<file path="config.mk">
export PLATFORM = sky130hd
export DESIGN_NAME = gene_attractor_det_flat
export DESIGN_NICKNAME = d
export VERILOG_FILES = /design/src/rtl/gene_attractor_det_if.sv /design/src/rtl/gene_attractor_det.sv /design/src/flat_wrapper.sv
export SDC_FILE = /design/constraint.sdc
export NUM_CORES = 1
export LEC_CHECK = 0
export BUFFER_PORTS_ARGS = -buffer_cell sky130_fd_sc_hd__buf_2
export CORE_MARGIN = 3
export CORE_UTILIZATION = 33
export DETAILED_ROUTE_END_ITERATION = 6
export PLACE_DENSITY_LB_ADDON = 0.1
export SETUP_SLACK_MARGIN = 0.2
export SYNTH_ARGS = -nofsm -noshare
export SYNTH_HDL_FRONTEND = slang
export SYNTH_SLANG_ARGS = --single-unit
</file>
<file path="constraint.sdc">
create_clock -name clk -period 3 [get_ports clk]
set_input_delay 0.15 -clock clk [delete_from_list [all_inputs] [get_ports clk]]
set_output_delay 0.15 -clock clk [all_outputs]
set_load 0.01 [all_outputs]
</file>
<file path="src/rtl/gene_attractor_det_if.sv">
// Bundle between the trajectory source and the attractor detector.
// The attr_sig member exists only when GENE_ATTR_SIG_EN is defined.
interface gene_attractor_det_if #(
    parameter int W     = 8,
    parameter int DEPTH = 16
) ();
    localparam int CW = $clog2(DEPTH + 1);

    logic          start;
    logic          state_vld;
    logic [W-1:0]  state_in;
    logic          busy;
    logic          done;
    logic          fixed_pt;
    logic          overflow;
    logic [CW-1:0] period;
    logic [CW-1:0] transient;
`ifdef GENE_ATTR_SIG_EN
    logic [W-1:0]  attr_sig;
`endif

    modport master (
        output start, state_vld, state_in,
        input  busy, done, fixed_pt, overflow, period, transient
`ifdef GENE_ATTR_SIG_EN
        , input attr_sig
`endif
    );

    modport slave (
        input  start, state_vld, state_in,
        output busy, done, fixed_pt, overflow, period, transient
`ifdef GENE_ATTR_SIG_EN
        , output attr_sig
`endif
    );
endinterface

</file>
<file path="src/rtl/gene_attractor_det.sv">
// Tracks a Boolean-network trajectory after start and reports the transient length,
// cycle period and fixed-point flag of its attractor. GENE_ATTR_SIG_EN adds attr_sig.
module gene_attractor_det #(
    parameter int W     = 8,
    parameter int DEPTH = 16
) (
    input  logic clk,
    input  logic rst_n,
    gene_attractor_det_if.slave bus
);
    localparam int CW = $clog2(DEPTH + 1);
    localparam int AW = (DEPTH > 1) ? $clog2(DEPTH) : 1;

    typedef enum logic [1:0] {S_IDLE, S_TRACK, S_DONE} state_e;

    state_e        state_q, state_d;
    logic [CW-1:0] cnt_q, cnt_d;
    logic [CW-1:0] period_q, period_d;
    logic [CW-1:0] transient_q, transient_d;
    logic          fixed_q, fixed_d;
    logic          overflow_q, overflow_d;
    logic [W-1:0]  buf_q [DEPTH];
    logic          wr_en;
    logic          accept;
    logic          match;
    logic [CW-1:0] match_idx;
`ifdef GENE_ATTR_SIG_EN
    logic [W-1:0]  sig_q, sig_d, sig_c;
`endif

    // start wins over a coincident sample, so that sample never enters history
    assign accept = (state_q == S_TRACK) && bus.state_vld && !bus.start;

    // Descending scan leaves the lowest matching index in match_idx.
    // NOTE: combinational blocks use blocking '=' and assign every output a default first, so no latch is inferred.
    always_comb begin
        match     = 1'b0;
        match_idx = '0;
        for (int j = DEPTH - 1; j >= 0; j--) begin
            if ((CW'(j) < cnt_q) && (buf_q[j] == bus.state_in)) begin
                match     = 1'b1;
                match_idx = CW'(j);
            end
        end
    end

`ifdef GENE_ATTR_SIG_EN
    always_comb begin
        sig_c = '0;
        for (int k = 0; k < DEPTH; k++) begin
            if ((CW'(k) >= match_idx) && (CW'(k) < cnt_q)) sig_c = sig_c ^ buf_q[k];
        end
    end
`endif

    always_comb begin
        state_d = state_q;
        case (state_q)
            S_IDLE:  if (bus.start) state_d = S_TRACK;
            S_TRACK: begin
                if (bus.start)                                   state_d = S_TRACK;
                else if (accept && (match || cnt_q == CW'(DEPTH))) state_d = S_DONE;
            end
            S_DONE:  if (bus.start) state_d = S_TRACK;
            default: state_d = S_IDLE;
        endcase
    end

    always_comb begin
        cnt_d       = cnt_q;
        period_d    = period_q;
        transient_d = transient_q;
        fixed_d     = fixed_q;
        overflow_d  = overflow_q;
        wr_en       = 1'b0;
`ifdef GENE_ATTR_SIG_EN
        sig_d       = sig_q;
`endif
        if (bus.start) begin
            cnt_d       = '0;
            period_d    = '0;
            transient_d = '0;
            fixed_d     = 1'b0;
            overflow_d  = 1'b0;
`ifdef GENE_ATTR_SIG_EN
            sig_d       = '0;
`endif
        end else if (accept) begin
            if (match) begin
                period_d    = cnt_q - match_idx;
                transient_d = match_idx;
                fixed_d     = ((cnt_q - match_idx) == CW'(1));
`ifdef GENE_ATTR_SIG_EN
                sig_d       = sig_c;
`endif
            end else if (cnt_q < CW'(DEPTH)) begin
                wr_en = 1'b1;
                cnt_d = cnt_q + CW'(1);
            end else begin
                overflow_d  = 1'b1;
                period_d    = '0;
                transient_d = '0;
`ifdef GENE_ATTR_SIG_EN
                sig_d       = '0;
`endif
            end
        end
    end

    // NOTE: sequential blocks use non-blocking '<=' so every register samples pre-edge values.
    always_ff @(posedge clk or negedge rst_n) begin
        if (!rst_n) begin
            state_q     <= S_IDLE;
            cnt_q       <= '0;
            period_q    <= '0;
            transient_q <= '0;
            fixed_q     <= 1'b0;
            overflow_q  <= 1'b0;
`ifdef GENE_ATTR_SIG_EN
            sig_q       <= '0;
`endif
        end else begin
            state_q     <= state_d;
            cnt_q       <= cnt_d;
            period_q    <= period_d;
            transient_q <= transient_d;
            fixed_q     <= fixed_d;
            overflow_q  <= overflow_d;
`ifdef GENE_ATTR_SIG_EN
            sig_q       <= sig_d;
`endif
        end
    end

    // NOTE: history has no reset; entries at or above cnt_q are never compared, so stale data is harmless.
    always_ff @(posedge clk) begin
        if (wr_en) buf_q[cnt_q[AW-1:0]] <= bus.state_in;
    end

    assign bus.busy      = (state_q == S_TRACK);
    assign bus.done      = (state_q == S_DONE);
    assign bus.fixed_pt  = fixed_q;
    assign bus.overflow  = overflow_q;
    assign bus.period    = period_q;
    assign bus.transient = transient_q;
`ifdef GENE_ATTR_SIG_EN
    assign bus.attr_sig  = sig_q;
`endif
endmodule

</file>
<file path="src/flat_wrapper.sv">
// flat-port wrapper written by rule: the top's interface ports become plain ports
module gene_attractor_det_flat 
#(
    parameter int W     = 8,
    parameter int DEPTH = 16
)
  (clk, rst_n, bus_start, bus_state_vld, bus_state_in, bus_busy, bus_done, bus_fixed_pt, bus_overflow, bus_period, bus_transient);
  gene_attractor_det_if #(.W(W), .DEPTH(DEPTH)) bus_i ();
  input  logic clk;
  input  logic rst_n;
  input wire logic [$bits(bus_i.start)-1:0] bus_start;
  input wire logic [$bits(bus_i.state_vld)-1:0] bus_state_vld;
  input wire logic [$bits(bus_i.state_in)-1:0] bus_state_in;
  output wire logic [$bits(bus_i.busy)-1:0] bus_busy;
  output wire logic [$bits(bus_i.done)-1:0] bus_done;
  output wire logic [$bits(bus_i.fixed_pt)-1:0] bus_fixed_pt;
  output wire logic [$bits(bus_i.overflow)-1:0] bus_overflow;
  output wire logic [$bits(bus_i.period)-1:0] bus_period;
  output wire logic [$bits(bus_i.transient)-1:0] bus_transient;
  assign bus_i.start = bus_start;
  assign bus_i.state_vld = bus_state_vld;
  assign bus_i.state_in = bus_state_in;
  assign bus_busy = bus_i.busy;
  assign bus_done = bus_i.done;
  assign bus_fixed_pt = bus_i.fixed_pt;
  assign bus_overflow = bus_i.overflow;
  assign bus_period = bus_i.period;
  assign bus_transient = bus_i.transient;
  gene_attractor_det #(.W(W), .DEPTH(DEPTH)) u_core (.clk(clk), .rst_n(rst_n), .bus(bus_i));
endmodule
</file>
# Word level (Yosys, flattened, before mapping)
# Memories as Yosys holds them, arrays and structs flattened.
# Index checks and enable logic that the tools add are counted.
# op_classes
addsub	2
n_lt_le_gt_ge	17
n_eq_ne	25
n_mux	60
n_reduce_logical	31
# ops
operator	count
8-bit equality test	16
4-bit two-way mux	16
5-bit two-way mux	11
4-bit by 5-bit less-than comparator with 1-bit output (first input constant)	8
1-bit two-way mux	29
3-bit by 5-bit less-than comparator with 1-bit output (first input constant)	4
1-bit logical AND	19
1-bit by 5-bit less-than comparator with 1-bit output (first input constant)	2
2-bit by 5-bit less-than comparator with 1-bit output (first input constant)	2
2-bit two-way mux	3
3-bit by 2-bit != test with 1-bit output (second input constant)	2
2-bit AND reduction	3
3-bit AND reduction	2
2-bit nonzero test	3
5-bit by 1-bit adder with 5-bit output (second input constant)	1
5-bit by 1-bit equality test with 1-bit output (second input constant)	1
5-bit equality test (second input constant)	1
5-bit less-than comparator (second input constant)	1
5-bit by 4-bit subtractor with 5-bit output	1
2-bit != test (second input constant)	2
2-bit case mux with 2 select lines	1
2-bit by 1-bit equality test with 1-bit output (second input constant)	1
2-bit equality test (second input constant)	1
2-bit zero test	1
other kinds (4)	4
# totals
reg_bits	19
ram_bits	128
word_cells	142
memories	1
# memory_table
memory	words	word_bits	read_ports	rd_ports_with_merged_regs	write_ports	line_no	text
u_core.buf_q	16	8	16	0	1	gene_attractor_det.sv:22	logic [W-1:0] buf_q [DEPTH];

# Depth between registers and ports, before layout
# An unclocked memory read counts as a cell.
# logic_depth
depth_word	24
ltp_mapped	18
ltp_nobuf	16

# Worst setup path before layout
# No wires, ideal clock.
# synth_path
kind	register to register
from	register u_core.cnt_q[2]
to	register u_core.fixed_q (netlist: u_core.bus.fixed_pt)
t_arrival_ns	2.972
required_ns	2.880
setup_slack_ns	-0.092
path_stages_with_launch	16
n_path_buf	1
period_less_slack_ns	3.092
path_cell_list	dfrtp_1 buf_6 or3_4 and3_1 nor4_1 o211a_1 a211oi_1 ha_1 fa_1 nor2b_1 o21ai_0 nand2b_1 xnor2_1 nor4_1 and3_1 a31o_2
# synth_via
elab_chain_cells	23
# synth_rtl
element	line_no	text
start: declaration	gene_attractor_det.sv:17	logic [CW-1:0] cnt_q, cnt_d;
start signal: assignment	gene_attractor_det.sv:124	cnt_q <= cnt_d;
4-bit by 5-bit less-than comparator with 1-bit output	gene_attractor_det.sv:40	if ((CW'(j) < cnt_q) && (buf_q[j] == bus.state_in)) begin
1-bit logical AND	gene_attractor_det.sv:40	
4-bit two-way mux (16 in series)	gene_attractor_det.sv:40	
5-bit by 4-bit subtractor with 5-bit output	gene_attractor_det.sv:92	fixed_d = ((cnt_q - match_idx) == CW'(1));
5-bit by 1-bit equality test with 1-bit output	gene_attractor_det.sv:92	
1-bit two-way mux	gene_attractor_det.sv:89	if (match) begin
1-bit two-way mux	gene_attractor_det.sv:88	end else if (accept) begin
1-bit two-way mux	gene_attractor_det.sv:79	if (bus.start) begin
end signal: assignment	gene_attractor_det.sv:127	fixed_q <= fixed_d;
end: declaration	gene_attractor_det.sv:20	logic fixed_q, fixed_d;
# Several ways; a longest one is shown, not always the timed one. The select of a mux whose other input is x is not followed.
# A chain may end at the register's enable or synchronous reset.

# Worst setup path after layout
# layout_path
from	register u_core.cnt_q[1]
to	register u_core.fixed_q (netlist: u_core.bus.fixed_pt)
# Same word-level chain as after synthesis.

==> results.sh <==
export IMPL_crit_type="register to register"
export IMPL_grt_max_degree=21
export IMPL_skew_ns=0.0201
export IMPL_crit_chain="buf_4 > a311o_1 > nand3_1 > nor4b_2 > buf_4 > o211ai_1 > o22ai_1 > nor2_1 > buf_4 > inv_2 > fa_2 > nor2b_1 > o21ai_1 > nand2b_1 > xnor2_1 > nor4_1 > and3_1 > a31o_2"
export IMPL_num_vias=4726
export IMPL_syn2layout_area_growth_pct=30.5
export IMPL_numCtsBuffers=17
export IMPL_drive_gt1_share_pct=36.3
export IMPL_required_ns=3.33
export IMPL_grt_pass1_vias=4820
export IMPL_finalSetupViolations=3
export IMPL_ys_flop_type="edfxtp_1"
export IMPL_fmax_mhz=307
export IMPL_yosys_warnings=0
export IMPL_critPathMaxStageDelay_ns=0.44
export IMPL_ios=26
export IMPL_cp_arrival_ns=3.58
export IMPL_root_buffer="clkbuf_16"
export IMPL_async_reset_ff_share_pct=12.3
export IMPL_cellPowerDensity_mw_per_mm2=517
export IMPL_clk_latency_ns=0.43
export IMPL_finalHoldViolCount=0
export IMPL_syn_area_per_cell_um2=13.6
export IMPL_drt_drc_violations_left=0
export IMPL_slowest_stage="dfrtp_2"
export IMPL_rows=53
export IMPL_die_area_mm2=0.0240
export IMPL_n_antenna_cell=0
export IMPL_grt_pass1_wl_um=28700
export IMPL_final_nets=694
export IMPL_slew_violations=0
export IMPL_leakage_nw=3.51
export IMPL_whs_path_depth=3
export IMPL_htree_levels=4
export IMPL_drv_cap=0
export IMPL_clkTransAtPathRegs_ns=0.06
export IMPL_via_per_inst=4.92
export IMPL_cts_tree="yes"
export IMPL_dr_pass1_iters=4
export IMPL_syn_nets=558
export IMPL_grt_setup_unrepaired="yes"
export IMPL_r2r_cells=18
export IMPL_failed_checks="negative setup slack"
export IMPL_path_buf_inv=4
export IMPL_coreArea_mm2=0.0214
export IMPL_routabilityCongestion=0.842
export IMPL_synthCells=537
export IMPL_antenna_found_initial=0
export IMPL_synth_edff_count=128
export IMPL_portBuffers=24
export IMPL_die_h_um=155
export IMPL_synth_cell_types=64
export IMPL_rr_startpoint="u_core.cnt_q[1]"
export IMPL_mostFrequentLayoutCells="edfxtp_1 (128), buf_4 (100), xor2_1 (65)"
export IMPL_endpoint_kind="register"
export IMPL_drt_iter0_markers=245
export IMPL_antenna_left=0
export IMPL_hold_slack_ns=0.101
export IMPL_utilization_pct=44.5
export IMPL_min_from="bus_state_vld"
export IMPL_period_needed_ns=3.26
export IMPL_avgRoutedWirePerCell_um=18.9
export IMPL_reg2reg_slack_ns=-0.26
export IMPL_critPathMaxFanout=6
export IMPL_ys_ff_latch=146
export IMPL_critPathLaunch="u_core.cnt_q[1]"
export IMPL_holdPathEnd="u_core.state_q[0]"
export IMPL_dp_final_hpwl_um=12700
export IMPL_vdd_drop_max_v=0.000353
export IMPL_dieWidth_um=155
export IMPL_outcome="complete, but fails checks"
export IMPL_track_usage_pct=15.9
export IMPL_setup_ws_ns=-0.256
export IMPL_start_util_pct=34.1
export IMPL_grt_overflow_total=0
export IMPL_worstSetupStartpointType="register"
export IMPL_crit_family="compound AO/OA/AOI/OAI gates"
export IMPL_r2r_end="u_core.bus.fixed_pt"
export IMPL_min_path_type="input pin to register"
export IMPL_clk_path_buf_depth=2
export IMPL_synth_area_mm2=0.00731
export IMPL_final_common_cell="edfxtp_1"
export IMPL_crit_top_cell="buf_4"
export IMPL_synth_seq_area_share_pct=58.8
export IMPL_fillerInstances=1985
export IMPL_cts_sinks=146
export IMPL_period_share_pct=109
export IMPL_drt_wl_total_um=18200
## layer usage
metal,global-route usage (%),share of wire [%],up-vias
li1,-,-,2257
met1,22.8,49,2355
met2,23.8,46,93
met3,3.61,4.0,21
met4,5.26,1.9,0
met5,0,0,-
## synthesized netlist by cell type, types with 2 or more instances
master / count / area, um2
nor2b_1: 3 / 18.8
o2111ai_1: 2 / 17.5
o21ai_0: 7 / 35.0
o221ai_1: 5 / 43.8
nand4b_1: 3 / 26.3
and2_4: 2 / 17.5
nand4_1: 13 / 81.3
nand2_1: 26 / 97.6
nor3_2: 2 / 20.0
edfxtp_1: 128 / 3840
a21o_1: 3 / 22.5
dfrtp_1: 18 / 450
nor2_1: 16 / 60.1
and3_1: 17 / 106
buf_2: 3 / 15.0
xor2_1: 66 / 578
clkbuf_1: 3 / 11.3
xnor2_1: 64 / 561
buf_12: 5 / 100
or3_1: 3 / 18.8
nand3b_1: 2 / 15.0
buf_6: 18 / 203
and4bb_4: 2 / 32.5
inv_1: 8 / 30.0
o21a_1: 3 / 22.5
and4_1: 7 / 61.3
nand3_1: 16 / 80.1
a311o_1: 3 / 30.0
nor4_1: 19 / 119
nand2b_1: 4 / 25.0
a31oi_1: 3 / 18.8
nor3_1: 11 / 55.1
ha_1: 8 / 100
o211ai_1: 6 / 45.0
a21oi_1: 9 / 45.0
## repair_timing
| item | CTS | global route |
|---|---|---|
| setup endpoints to repair | 136 | 137 |
| pin swaps | 28 | 15 |
| setup buffers | 17 | 0 |
| hold endpoints to repair | 18 | 0 |
| resized for setup | 72 | 17 |
| hold buffers | 1 | 0 |
## stage by stage
step / power [W] / setup slack [ns] / setup TNS (ns) / area (um2) / std cells
2_1_floorplan: 0.00247 / -0.0111 / -0.0111 / 7360 / 537
3_3_place_gp: 0.00262 / -0.594 / -13.65 / 8400 / 911
3_5_place_dp: 0.00262 / -0.607 / -18.21 / 8400 / 911
4_1_cts: 0.00498 / -0.225 / -0.526 / 9460 / 961
5_1_grt: 0.00512 / -0.506 / -1.36 / 9540 / 961
6_report: 0.00493 / -0.256 / -0.567 / 9540 / 961
## kinds of logic (layout without fill, tap and decap cells)
group	count (synthesis)	after routing	share of synthesized area, %
xor+xnor	131	131	15.8
mux	1	1	0.154
other cells	1	1	0.0513
simple gates	156	156	12.9
buf+inv	40	189	5.46
compound gates	53	53	5.27
fa+ha+maj	9	9	1.64
flops	146	146	58.8
## worst max-delay path by stage
stage,end,slack [ns],cells past startpoint
after CTS,u_core.bus.fixed_pt,-0.22,16
after global routing,u_core.bus.fixed_pt,-0.51,16
after detailed placement,u_core.bus.fixed_pt,-0.61,17
final,u_core.bus.fixed_pt,-0.26,18
after floorplan,u_core.bus.fixed_pt,-0.01,13
after global placement,u_core.bus.fixed_pt,-0.59,17
## registers in the layout, indices dropped and copies added (netlist names)
name,cells
u_core.cnt_q,5
u_core.bus.transient,4
u_core.state_q,2
u_core.bus.overflow,1
u_core.bus.fixed_pt,1
u_core.bus.period,5
u_core.buf_q,128
## worst register-to-register path: stages, from the launching register on
cell and delay [ns]:
dfrtp_2 0.44, buf_4 0.18, a311o_1 0.38, nand3_1 0.13, nor4b_2 0.06, buf_4 0.14, o211ai_1 0.18, o22ai_1 0.10
nor2_1 0.16, buf_4 0.14, inv_2 0.03, fa_2 0.38, nor2b_1 0.11, o21ai_1 0.06, nand2b_1 0.08, xnor2_1 0.14
nor4_1 0.08, and3_1 0.16, a31o_2 0.20
## power breakdown
group	leakage, nW	total, W	switching (W)	internal, W
Combinational	1.81	0.000370	0.000209	0.000161
Clock	0.309	0.00233	0.000844	0.00148
Sequential	1.39	0.00223	0.00000698	0.00222
Total	3.51	0.00493	0.00106	0.00387
## layout make-up
cell class / count / area, um2 / share of cell area [%]
clock buffer: 20 / 437 / 4.58
tap: 275 / 344 / 3.61
inverter: 8 / 30.0 / 0.315
multi-input combinational: 351 / 2950 / 31.0
clock inverter: 12 / 203 / 2.13
sequential: 146 / 4300 / 45.1
timing repair buffer: 149 / 1270 / 13.3
Power figures use the tool's default switching activity.
